===== src/rtl/sbram_burst_reader.sv =====
`default_nettype none
// ============================================================================
// Module      : sbram_burst_reader
// Description : Burst read master for a 256x16 iCE40 block-RAM read port.
//               It takes a (start address, length-1) command, reads the RAM
//               sequentially, and returns the words on a valid/ready stream
//               through a 2-entry output FIFO. The stream sustains one word
//               per cycle and never drops a word under backpressure.
// Revision    : 1.0 - initial release
// ============================================================================
module sbram_burst_reader #(
   parameter int AW = 8,
   parameter int DW = 16
) (
   input  logic          i_clock,
   input  logic          i_reset,
   input  logic          i_cmd_valid,
   output logic          o_cmd_ready,
   input  logic [AW-1:0] i_cmd_addr,
   input  logic [AW-1:0] i_cmd_len,
   output logic          o_ram_re,
   output logic [10:0]   o_ram_raddr,
   input  logic [DW-1:0] i_ram_rdata,
   output logic          o_out_valid,
   input  logic          i_out_ready,
   output logic [DW-1:0] o_out_data,
   output logic          o_out_last,
   output logic          o_busy
);

   typedef enum logic [1:0] {
      S_IDLE  = 2'd0,
      S_READ  = 2'd1,
      S_DRAIN = 2'd2
   } state_t;

   state_t        r_state;
   state_t        w_state_next;
   logic [AW-1:0] r_addr;
   logic [AW-1:0] r_remain;
   logic          r_infl;
   logic          r_infl_last;
   logic [1:0]    r_count;
   logic [DW-1:0] r_head_data;
   logic [DW-1:0] r_tail_data;
   logic          r_head_last;
   logic          r_tail_last;

   logic          w_pop;
   logic          w_push;
   logic          w_issue;
   logic          w_accept;
   logic [1:0]    w_occ;

   // Words committed to the buffer after this cycle: stored plus arriving
   // minus leaving. A new read is only safe while this stays below 2, which
   // is also loose enough to keep one read per cycle with the consumer ready.
   // Because it includes this cycle's pop, the read enable is decoded from
   // registered state and the consumer's ready.
   assign w_pop  = (r_count != 2'd0) && i_out_ready;
   assign w_push = r_infl;
   assign w_occ  = r_count + {1'b0, r_infl} - {1'b0, w_pop};

   assign o_cmd_ready = (r_state == S_IDLE);
   assign o_busy      = (r_state != S_IDLE);
   assign o_ram_re    = w_issue;
   assign o_ram_raddr = 11'(r_addr);
   assign o_out_valid = (r_count != 2'd0);
   assign o_out_data  = r_head_data;
   assign o_out_last  = r_head_last;

   // State register.
   always_ff @(posedge i_clock) begin
      if (i_reset) r_state <= S_IDLE;
      else         r_state <= w_state_next;
   end

   // Next-state decode, command accept and read issue under the credit limit.
   always_comb begin
      w_state_next = r_state;
      w_issue      = 1'b0;
      w_accept     = 1'b0;
      case (r_state)
         S_IDLE: begin
            w_accept = i_cmd_valid;
            if (i_cmd_valid) w_state_next = S_READ;
         end
         S_READ: begin
            w_issue = (w_occ < 2'd2);
            if (w_issue && (r_remain == '0)) w_state_next = S_DRAIN;
         end
         S_DRAIN: begin
            // Leave as soon as the last buffered word is being popped so busy
            // falls in the cycle right after that pop.
            if (!r_infl && ((r_count == 2'd0) || ((r_count == 2'd1) && w_pop)))
               w_state_next = S_IDLE;
         end
         default: w_state_next = S_IDLE;
      endcase
   end

   // Address counter and remaining-reads counter.
   always_ff @(posedge i_clock) begin
      if (i_reset) begin
         r_addr   <= '0;
         r_remain <= '0;
      end else if (w_accept) begin
         r_addr   <= i_cmd_addr;
         r_remain <= i_cmd_len;
      end else if (w_issue) begin
         r_addr <= r_addr + AW'(1);
         if (r_remain != '0) r_remain <= r_remain - AW'(1);
      end
   end

   // In-flight flag: the RAM word arriving next cycle must be captured, and
   // whether it belongs to the final read of the burst.
   always_ff @(posedge i_clock) begin
      if (i_reset) begin
         r_infl      <= 1'b0;
         r_infl_last <= 1'b0;
      end else begin
         r_infl      <= w_issue;
         r_infl_last <= w_issue && (r_remain == '0);
      end
   end

   // Two-entry output FIFO; the head entry drives the stream directly.
   always_ff @(posedge i_clock) begin
      if (i_reset) begin
         r_count     <= 2'd0;
         r_head_data <= '0;
         r_head_last <= 1'b0;
         r_tail_data <= '0;
         r_tail_last <= 1'b0;
      end else begin
         case ({w_push, w_pop})
            2'b10: begin
               if (r_count == 2'd0) begin
                  r_head_data <= i_ram_rdata;
                  r_head_last <= r_infl_last;
               end else begin
                  r_tail_data <= i_ram_rdata;
                  r_tail_last <= r_infl_last;
               end
               r_count <= r_count + 2'd1;
            end
            2'b01: begin
               r_head_data <= r_tail_data;
               r_head_last <= r_tail_last;
               r_count     <= r_count - 2'd1;
            end
            2'b11: begin
               // Count is unchanged; with two stored the tail moves up first.
               if (r_count == 2'd2) begin
                  r_head_data <= r_tail_data;
                  r_head_last <= r_tail_last;
                  r_tail_data <= i_ram_rdata;
                  r_tail_last <= r_infl_last;
               end else begin
                  r_head_data <= i_ram_rdata;
                  r_head_last <= r_infl_last;
               end
            end
            default: ;
         endcase
      end
   end

endmodule
`default_nettype wire

===== config.mk =====
export PLATFORM = sky130hd
export DESIGN_NAME = sbram_burst_reader
export DESIGN_NICKNAME = d
export VERILOG_FILES = /design/src/rtl/sbram_burst_reader.sv
export SDC_FILE = /design/constraint.sdc
export NUM_CORES = 1
export LEC_CHECK = 0
export BUFFER_PORTS_ARGS = -buffer_cell sky130_fd_sc_hd__buf_4
export CORE_UTILIZATION = 55
export CTS_CLUSTER_SIZE = 40
export DETAILED_ROUTE_END_ITERATION = 8
export GPL_TIMING_DRIVEN = 1
export PLACE_DENSITY = 0.82
export RECOVER_POWER = 50
export SLEW_MARGIN = 20
export SYNTH_ARGS = -nofsm -noshare
export SYNTH_HDL_FRONTEND = slang
export SYNTH_SLANG_ARGS = --single-unit

===== constraint.sdc =====
create_clock -name i_clock -period 3.85 [get_ports i_clock]
set_input_delay 0.385 -clock i_clock [delete_from_list [all_inputs] [get_ports i_clock]]
set_output_delay 0.385 -clock i_clock [all_outputs]
set_load 0.05 [all_outputs]

* Word-level counts from Yosys, hierarchy flattened
Index checks and enable logic that the tools add are counted.
** Cells by class
- Reduce and logical (&&, ||, !) cells :: 22
- $add $sub $neg :: 6
- Equal/unequal tests :: 13
- Multiplexer cells :: 24
- $lt $le $gt $ge :: 1
** Operators by type and width (number)
- 16-bit two-way mux :: 4
- 16-bit one-hot mux with 3 select lines :: 1
- 8-bit two-way mux :: 5
- 16-bit one-hot mux with 2 select lines :: 1
- 2-bit inequality test, second input constant :: 6
- 2-bit nonzero test :: 6
- 8-bit by 1-bit adder with 8-bit output, second input constant :: 1
- 2-bit equality test, second input constant :: 4
- 8-bit logical NOT :: 1
- 8-bit nonzero test :: 1
- 8-bit by 1-bit subtractor with 8-bit output, second input constant :: 1
- 2-bit by 1-bit equality test with 1-bit output, second input constant :: 3
- 1-bit two-way mux :: 6
- 2-bit two-way mux :: 3
- 2-bit one-hot mux with 3 select lines :: 1
- 3-bit AND reduction :: 2
- 1-bit logical AND :: 5
- 2-bit logical NOT :: 2
- 2-bit one-hot mux with 2 select lines :: 1
- 2-bit AND reduction :: 2
- 1-bit one-hot mux with 3 select lines :: 1
- 3-bit nonzero test :: 1
- 2-bit by 1-bit adder with 2-bit output :: 1
- 2-bit by 1-bit adder with 2-bit output, second input constant :: 1
- other kinds (6) :: 6
** Storage, ports and cells
- Flip-flop bits (word level) :: 56
- Input port bits :: 36
- Logic and storage cells :: 76

* Logic depth before layout (Yosys ltp)
- Depth in word-level cells :: 7
- Mapped depth :: 11

* Worst setup path before layout
No wires, ideal clock.
- Kind :: register to register
- Start point :: register r_count[1]
- End point :: register r_remain[4]
- Setup time :: 112 ps
- Clock period less this slack :: 2763 ps
- Arrival :: 2651 ps
- Setup slack :: 1087 ps
- Path buffers :: 2
- Required time :: 3738 ps
- Cell stages (with the launch flop) :: 12
- Cell sequence :: dfxtp_1 -> inv_1 -> ha_1 -> inv_1 -> nand3_1 -> o32a_2 -> a21o_1 -> buf_6 -> inv_2 -> buf_4 -> nand3_1 -> a2111oi_1
** Between the ends
- Word-level cells in the longest chain between the ends :: 7
- Elaborated cells on any way between the ends :: 8
** RTL lines
- from (decl) :: line 43 : logic [1:0] r_count;
- from (signal assigned) :: line 146 : r_count <= r_count + 2'd1;
- from (signal assigned) :: line 151 : r_count <= r_count - 2'd1;
- 2-bit nonzero test
- via o_out_valid :: line 24 : output logic o_out_valid,
- 1-bit logical AND :: line 60 : assign w_pop = (r_count != 2'd0) && i_out_ready;
- 2-bit by 1-bit subtractor with 2-bit output :: line 62 : assign w_occ = r_count + {1'b0, r_infl} - {1'b0, w_pop};
- 2-bit less-than comparator :: line 89 : w_issue = (w_occ < 2'd2);
- 1-bit two-way mux :: line 83 : case (r_state)
- via o_ram_re :: line 21 : output logic o_ram_re,
- 2-bit nonzero test (no source line)
- 2-bit AND reduction (no source line)
- to (signal assigned) :: line 109 : r_remain <= i_cmd_len;
- to (signal assigned) :: line 112 : if (r_remain != '0) r_remain <= r_remain - AW'(1);
- to (decl) :: line 40 : logic [AW-1:0] r_remain;
The timed path passes the listed nets, and every way through them passes these cells.
A chain may end at the register's enable or synchronous reset.

* Worst setup path in the final report
- Start point :: register r_count[1]
- End point :: output port o_ram_re
** Between the ends
- Word-level cells in the longest chain between the ends :: 5
- Elaborated cells on any way between the ends :: 6
** RTL lines (line)
- branches (longest 2 deep; another with 2-bit by 1-bit adder with 2-bit output)
- 2-bit by 1-bit subtractor with 2-bit output (*) :: 62
- 2-bit less-than comparator (*) :: 89
- 1-bit two-way mux (*) :: 83
- to (decl) :: 21
Every way passes the cells marked *.

==> results.md <==
* Synth warnings at 0
* Synth area leaders: dfxtp_1, mux2i_1, nor2_1
* Die Wd at 72.5 um
* Syn Inst Count at 307
* Setup violations, final at 0
* Total die area at 5250 um2
* CP max stage cell: dfxtp_1
* Worst setup EP type: primary output
* Port Buffer Count at 64
* Hold Buf Count CTS at 0
* Area of the multi-input gates at 1470 um2
* Layout Area Growth over Synthesis at 17.0%
* Antenna violations before repair at 0
* Asr flop ratio synth at 0%
* P_leak at 1.27 nW
* CTS tree: yes
* Achievable Freq at 335 MHz
* CP startpoint kind: flip-flop
* Chip Height at 72.5 um
* DRT Pass-1 Iters at 4
* First-pass GRT wire length at 9590 um
* Worst-margin pin slew at 1070 ps
* RSZ-0062 raised after global routing: no
* Critical path's most frequent cell: inv_1
* Status: finished, final reports clean
* Clk root buf: clkbuf_8
* Hold Crit Class: in -> reg
* Register area at 1120 um2
* Overflow after GRT at 0
* CP delay by family, top: buffers and inverters
* Worst skew pair latency at 300 ps
* Max Cap Viol at 0
* Via count at 2339
* Clock sink count at 56
* Htree depth at 2
* Slew Limit Fails at 0
* Vias per cell at 5.46
* Initial drt markers at 126
* Final worst setup slack at 862 ps
* Final HPWL DP at 4010 um
* Tcrit/Tclk final at 77.6%
* Synth Register Bits at 56
* Final hold vios at 0
* Seq/Total Area, Yosys at 41.1%
* Place WS at 1150 ps
* Core ar. at 4750 um2
* CP arrival at 2600 ps
* Setup Fix Bufs, Post-CTS at 0
* Post-CTS sizing at 0
* VDD IR max at 0.446 mV
* Clock Tree Buf Depth at 2
* Slew headroom at 28.1%
* Post-synth top cells: nor2_1, dfxtp_1, mux2i_1
* Post-synth EDFFs at 0
* Post-Route Setup TNS at 0 ps
* Routed Wire Length at 5720 um
* Fillers at 461
* PwrDens at 706 nW/um2
* Share of layout cells above drive strength 1 at 14.7%
* Max stage delay on crit path at 430 ps
* Most frequent cell after synthesis: nor2_1
* Cell Area, Synth at 2730 um2
* Yosys top cell area share at 41.1%
* DRC Markers at 0
* Critical path class: reg -> out
* Placer Congestion at 0.928
* Cell accounting for the most synthesized area: dfxtp_1
* Worst endpoint required time at 3460 ps
* Diode count at 0
* Rows at 25
* WP buf/inv at 4
* Total CTS buffers at 5
* Nets at 403
* Worst Skew at 9.06 ps
* Critical Path, Cell by Cell: inv_1, ha_1, inv_1, nand3_1, o32a_2, a21o_1, inv_2, buf_4
* CP Max Fanout at 19
* Mean Syn Cell Area at 8.89 um2
* Fin crit period at 2990 ps
* Starting density of the core at 57.4%
* Largest net degree at the start of global routing at 59
* Main flop type after synthesis: dfxtp_1
* Yosys cell types at 48
* Post-route ant nets at 0
* Vias in the first global route at 2162
* I/O pin cnt at 68
* All-layer global routing usage at 23.1%
* WL/cell at 13.4 um
* Clock Pin Slew Worst Setup and Hold Paths at 100 ps
[routing by layer]
layer  share of wire (%)  track usage (%)
met4                0.79             5.88
met5                   0                0
met3                 3.9             4.44
met2                  50             39.4
met1                  45             30.1
[placed cells by master (no fill, tap or decap), types with 2 or more instances in the layout]
cell type,netlist,final
a2111oi_0,4,4
a2111oi_1,2,2
a211oi_1,27,27
a21oi_1,7,7
a311oi_1,3,3
and2_1,3,3
and4_1,6,6
buf_4,4,37
clkbuf_1,13,29
clkbuf_8,0,5
conb_1,1,3
dfxtp_1,56,56
ha_1,7,7
inv_1,8,8
inv_2,2,2
mux2i_1,34,34
nand2_1,10,10
nand2b_1,2,3
nand3_1,12,12
nor2_1,61,61
nor3_1,5,5
nor4_1,3,3
o211ai_1,2,2
o21ai_0,3,3
xnor2_1,6,6
[stage by stage]
| step | power, W | instance area [um2] | hold slack (ps) | util [%] | std cells |
|---|---|---|---|---|---|
| 6_report | 0.00225 | 3190 | 318 | 67.2 | 428 |
| 5_1_grt | 0.00240 | 3190 | 317 | 67.2 | 428 |
| 4_1_cts | 0.00236 | 3300 | 314 | 69.4 | 427 |
| 3_5_place_dp | 0.00204 | 3210 | 483 | 67.6 | 419 |
| 3_3_place_gp | 0.00201 | 3210 | 472 | 67.6 | 419 |
| 2_1_floorplan | 0.00173 | 2740 | 460 | - | 309 |
[report_power, final]
part           internal [W]  leakage (nW)  switching (W)
clock              0.000130        0.0414       0.000191
combinational      0.000320         0.773       0.000813
sequential         0.000707         0.458      0.0000932
[layout make-up]
type	instances	share of cell area [%]
multi-input cells	221	46.0
flip-flops and latches	56	35.1
inverters	10	1.18
clock inverters	2	0.509
well taps	67	2.63
clock buffers	6	2.27
repair buffers	66	12.3
[path summary, 6_finish.rpt]
path                        from        endpoint  slack (ps)  depth (start not counted)
hold / removal    i_ram_rdata[9]  r_tail_data[9]         320                          3
setup reg to reg      r_count[1]     r_remain[6]        1170                          9
setup / recovery      r_count[1]        o_ram_re         860                          8
hold reg to reg   r_tail_data[5]  r_tail_data[5]         500                          2
[state kept, by name, indices dropped and copies added, names as in the netlist]
register and count:
r_infl_last 1, r_tail_data 16, o_out_last 1, r_state 2, r_tail_last 1, r_addr 8, r_infl 1, o_out_data 16
r_remain 8, r_count 2
[logic make-up (layout without fill, tap and decap cells)]
logic type	after synthesis	count (layout)	synth area share, %
other	1	3	0.137
adder cells (fa/ha/maj)	7	7	3.21
buffers and inverters	32	84	5.36
multiplexers	34	34	12.5
XOR/XNOR	6	6	1.92
AND/OR/NAND/NOR	115	115	20.3
flip-flops	56	56	41.1
AO/OA/AOI/OAI	56	56	15.5
[worst reg2reg max path, cell delays in order, from the launching register on]
cell and delay, ps:
dfxtp_1 430, inv_1 150, ha_1 250, nand2b_1 230
a21oi_2 220, o32a_2 230, a21o_1 290, inv_2 200
and4_1 240, a2111oi_0 340
(Power assumes the default switching activity.)
